--- config.mk ---
export PLATFORM = sky130hd
export DESIGN_NAME = stack_unit
export DESIGN_NICKNAME = d
export VERILOG_FILES = /design/src/rtl/stack_unit.sv
export SDC_FILE = /design/constraint.sdc
export NUM_CORES = 1
export LEC_CHECK = 0
export ABC_CLOCK_PERIOD_IN_PS = 4790
export CORE_MARGIN = 2
export CORE_UTILIZATION = 60
export DETAILED_ROUTE_END_ITERATION = 8
export DONT_BUFFER_PORTS = 1
export GPL_TIMING_DRIVEN = 0
export PLACE_DENSITY_LB_ADDON = 0.08
export SLEW_MARGIN = 20
export SYNTH_ARGS = -nofsm -noshare
export SYNTH_HDL_FRONTEND = slang
export SYNTH_SLANG_ARGS = --single-unit
export TNS_END_PERCENT = 30
--- constraint.sdc ---
create_clock -name clk -period 4.79 [get_ports clk]
set_clock_uncertainty 0.15 [all_clocks]
set_input_delay 0.958 -clock clk [delete_from_list [all_inputs] [get_ports clk]]
set_output_delay 0.958 -clock clk [all_outputs]
set_load 0.03 [all_outputs]
--- src/rtl/stack_unit.sv ---
// LIFO stack with registered pop port, combinational top-of-stack and sticky error flags.
// Pop latency 1 cycle; rejected pushes/pops set overflow/underflow instead of stalling.
module stack_unit #(
  parameter int DEPTH = 16,
  parameter int WIDTH = 32
) (
  input  logic                       clk,
  input  logic                       reset,
  input  logic                       StackPush,
  input  logic                       StackPop,
  input  logic [WIDTH-1:0]           push_data,
  input  logic                       clear_err,
  output logic [WIDTH-1:0]           pop_data,
  output logic                       pop_valid,
  output logic [WIDTH-1:0]           top_data,
  output logic [$clog2(DEPTH):0]     sp,
  output logic                       full,
  output logic                       empty,
  output logic                       overflow,
  output logic                       underflow
);

  localparam int AW = $clog2(DEPTH);

  logic [WIDTH-1:0] r_mem [DEPTH];
  logic [AW:0]      r_sp;
  logic [WIDTH-1:0] r_pop_data;
  logic             r_pop_valid;
  logic             r_overflow;
  logic             r_underflow;

  logic [AW:0]      w_sp_m1;
  logic [AW-1:0]    w_top_idx;
  logic [AW-1:0]    w_wr_idx;
  logic             w_full;
  logic             w_empty;
  logic             w_push_only;
  logic             w_pop_only;
  logic             w_both;
  logic             w_wr_en;
  logic             w_pop_ok;
  logic             w_ovf_set;
  logic             w_unf_set;

  assign w_full      = (r_sp == (AW+1)'(DEPTH));
  assign w_empty     = (r_sp == '0);
  assign w_sp_m1     = r_sp - 1'b1;
  assign w_top_idx   = w_sp_m1[AW-1:0];
  assign w_push_only = StackPush && !StackPop;
  assign w_pop_only  = StackPop && !StackPush;
  assign w_both      = StackPush && StackPop;

  // A push+pop on a non-empty stack overwrites the top in place; on an empty stack it degrades to a plain push.
  assign w_wr_en   = (w_push_only && !w_full) || w_both;
  assign w_wr_idx  = (w_both && !w_empty) ? w_top_idx : r_sp[AW-1:0];
  assign w_pop_ok  = StackPop && !w_empty;
  assign w_ovf_set = w_push_only && w_full;
  assign w_unf_set = StackPop && w_empty;

  always_ff @(posedge clk) begin
    if (!reset && w_wr_en) begin
      r_mem[w_wr_idx] <= push_data;
    end
  end

  always_ff @(posedge clk or posedge reset) begin
    if (reset) begin
      r_sp        <= '0;
      r_pop_data  <= '0;
      r_pop_valid <= 1'b0;
      r_overflow  <= 1'b0;
      r_underflow <= 1'b0;
    end else begin
      r_pop_valid <= w_pop_ok;
      if (w_pop_ok) begin
        r_pop_data <= r_mem[w_top_idx];
      end
      if ((w_push_only && !w_full) || (w_both && w_empty)) begin
        r_sp <= r_sp + 1'b1;
      end else if (w_pop_only && !w_empty) begin
        r_sp <= w_sp_m1;
      end
      // Set wins over clear so an error on the clearing edge is not lost.
      r_overflow  <= (r_overflow  && !clear_err) || w_ovf_set;
      r_underflow <= (r_underflow && !clear_err) || w_unf_set;
    end
  end

  assign pop_data  = r_pop_data;
  assign pop_valid = r_pop_valid;
  assign top_data  = w_empty ? '0 : r_mem[w_top_idx];
  assign sp        = r_sp;
  assign full      = w_full;
  assign empty     = w_empty;
  assign overflow  = r_overflow;
  assign underflow = r_underflow;

endmodule

==> metrics.md <==
| Metric | Value |
|---|---|
| Bufs on Longest Clock Path | 3 |
| Post-Route Setup TNS | 0 ns |
| Most used DFF post-synth | edfxtp_1 |
| Buffers inserted during post-CTS setup optimization | 0 |
| Share of flip-flops with an asynchronous set or reset after synthesis | 0.0725 |
| Endpoint arrival time on the critical path | 3.58 ns |
| Global-route usage over all layers | 0.286 |
| Worst Path Required | 3.68 ns |
| Vias per cell | 6.83 |
| Number of vias after detailed routing | 10800 |
| Post-synth top area cell | edfxtp_1 |
| Source-to-sink clock delay at the later pin of the worst-skew pair | 0.58 ns |
| Final #Nets | 1121 |
| First-pass GRT wire length | 73.0 mm |
| Core Footprint | 0.0346 mm2 |
| Die Area | 0.0368 mm2 |
| Number of levels the H-tree was split into | 2 |
| Final-report max-slew violation count | 0 |
| Number of nets with antenna violations after detailed routing | 0 |
| Final setup margin | 0.0977 ns |
| Transition time of the tightest slew-check pin | 1.01 ns |
| Cell chosen for the clock root | clkbuf_16 |
| Total congestion overflow | 0 |
| Number of global-route vias before repair | 10800 |
| Residual DRC | 0 |
| Largest incremental delay on the critical path | 0.49 ns |
| Detail Placement HPWL | 31.3 mm |
| Biggest area contributors in the synthesized netlist | edfxtp_1, mux4_2, dfrtp_1, a22oi_1, a31oi_1 |
| Shortest period the worst path allows | 4.69 ns |
| Number of ports placed on the die boundary | 111 |
| Antenna cells | 0 |
| Power density cells | 704 mW/mm2 |
| Max Fanout on Critical Path | 10 |
| Cell breakdown of the critical path | buf_2 > inv_2 > ha_1 > clkbuf_2 > nor2b_1 > a21oi_1 > o32ai_2 > buf_4 > a22oi_1 > a21oi_2 |
| Die span in x | 192 um |
| Number of instances in the synthesized netlist | 1003 |
| Die Y-Extent | 192 um |
| Slowest cell on the critical path | dfrtp_2 |
| Total wire length | 50.9 mm |
| Clock transition at the registers of the reported paths | 0.07 ns |
| TritonCTS clock tree | yes |
| Row cnt | 68 |
| WS Path Type | flip-flop to output pin |
| Library cell with the highest instance count after synthesis | edfxtp_1 |
| Leakage Power | 7.82 nW |
| Final worst-path cycle share | 0.980 |
| Outcome | finished, final reports clean |
| Hold violation count in the final report | 0 |
| Yosys reg bits | 552 |
| Post-Syn Area per Cell | 21.1 um2 |
| Top cells by instance count after synthesis | edfxtp_1, mux4_2, a22oi_1, nor2_1, dfrtp_1 |
| Kind of path behind the tightest hold check | input pin to async pin |
| Share of Yosys cell area claimed by the top area cell type | 0.726 |
| Worst Hold Margin | 0.240 ns |
| Clock buffers created by TritonCTS | 55 |
| Max-cap violation count | 0 |
| Count of unique library cells instantiated by Yosys | 50 |
| Length of the first detailed-routing pass in iterations | 6 |
| Number of antenna violations at the first check in global routing | 0 |
| Initial DRC Count | 1276 |
| Startpoint type of the worst setup path | flip-flop |
| Kind of end point of the critical path | output pin |
| Number of sinks driven by the clock tree | 552 |
| Category of cells accounting for the largest share of critical-path delay | compound AO/OA/AOI/OAI gates |
| Starting Density | 0.612 |
| Synthesized net count | 1043 |
| Final non-filler cell total | 1581 |
| Share of final-layout standard cells stronger than drive strength 1 | 0.316 |
| Number of synthesized flops with an enable pin | 512 |
| Final Setup Violations | 0 |
| Seq/Total Area, Yosys | 0.773 |
| Peak clock frequency supported by timing | 213 MHz |
| Yosys warnings | 0 |
| Post-CTS Hold Fix Bufs | 0 |
| Placed Cells | 1479 |
| Headroom to the max-slew limit | 0.324 |
| Pin count of the biggest net entering global routing | 42 |
| Crit path buffers/inverters | 4 |
| Post-place setup slack | -0.140 ns |
| Area delta synth->final | 16.0% |
| Number of buffers inserted by port buffering | 0 |
| Routability cong. | 0.845 |
| WL/cell | 32.2 um |
| Worst supply voltage drop on vdd | 0.000497 V |
| Cell area after synthesis | 0.0212 mm2 |
## cell families after synthesis
group | Yosys count | synth area share
AND/OR/NAND/NOR | 89 | 0.0193
XOR/XNOR | 5 | 0.00207
buffers and inverters | 70 | 0.0170
AO/OA/AOI/OAI | 156 | 0.0506
adder cells (fa/ha/maj) | 3 | 0.00177
flip-flops | 552 | 0.773
multiplexers | 128 | 0.136
## per-stage QoR
step	cell area [um2]	total power, mW	util
2_1_floorplan	21200	10.7	-
3_3_place_gp	21700	12.2	0.628
3_5_place_dp	22400	12.4	0.646
4_1_cts	24400	17.1	0.706
5_1_grt	24600	17.9	0.709
6_report	24600	17.3	0.709
## worst reg2reg max path: stages (launching register included)
cell,delay [ns]
dfrtp_2,0.49
buf_2,0.21
inv_2,0.17
ha_1,0.29
or4b_1,0.44
buf_2,0.18
nand4_1,0.19
xor2_1,0.42
nand2_1,0.32
nor2_4,0.68
buf_12,0.27
## routing by layer
layer | global-route usage | up-vias | wire (um)
li1 | - | 4387 | -
met1 | 0.418 | 5706 | 20800
met2 | 0.431 | 610 | 23800
met3 | 0.0716 | 92 | 4930
met4 | 0.0923 | 0 | 1370
met5 | 0 | - | 0
## cell type report
type                            instances  area, um2
Tap cell                              455        569
Sequential cell                       552      16400
Clock buffer                           81       1600
Clock inverter                         21        319
Multi-Input combinational cell        381       4790
Fill cell                            2052      10100
Inverter                                9       41.3
Timing Repair Buffer                   21        495
Buffer                                 61        370
## registers in the layout (all words and copies together), names as in the netlist
| signal | flops |
|---|---|
| sp | 5 |
| overflow | 1 |
| r_mem | 512 |
| pop_data | 32 |
| pop_valid | 1 |
| underflow | 1 |
## what timing repair did
action,4_1_cts,5_1_grt
endpoints found under the setup margin,32,32
endpoints found under the hold margin,0,0
resized for setup,59,24
## where the power goes
group          internal [mW]  total (mW)  switching [mW]
clock network           2.74        4.48            1.74
logic                   2.39        6.61            4.22
registers               5.68        6.20           0.512
## layout by cell type, fill, tap and decap left out, types with 2 or more instances in the layout
cell type and instances:
nand4_1 3, clkinv_1 3, buf_6 3, a21o_1 2, nand3_1 6, a22oi_2 4
nand2_1 9, a21oi_1 4, a21oi_2 24, clkinv_2 5, buf_4 17, nor2_4 16
edfxtp_1 512, nor2b_1 4, a22oi_1 61, clkbuf_8 8, xnor2_1 4, buf_2 23
clkbuf_2 12, mux4_2 128, a31oi_1 36, buf_16 10, clkinvlp_4 3, a21oi_4 9
clkbuf_1 19, inv_1 6, clkbuf_16 57, buf_12 11, dfrtp_1 39, nor2_1 36
o21ai_0 2, ha_1 3, a22o_1 2, bufinv_16 8, clkbuf_4 3, nor3_1 4
## final timing paths
check                           endpoint  slack (ns)           from  cells past startpoint
setup reg to reg           r_mem[10][19]        0.64          sp[0]                     10
max in group asynchronous          sp[0]        3.73          reset                      1
setup / recovery            top_data[30]         0.1          sp[0]                     10
hold / removal               pop_data[8]        0.24          reset                      1
min in group clk           r_mem[14][22]        0.32  push_data[22]                      0
hold reg to reg              pop_data[8]        0.56    pop_data[8]                      2
Power figures use the tool's default switching activity.
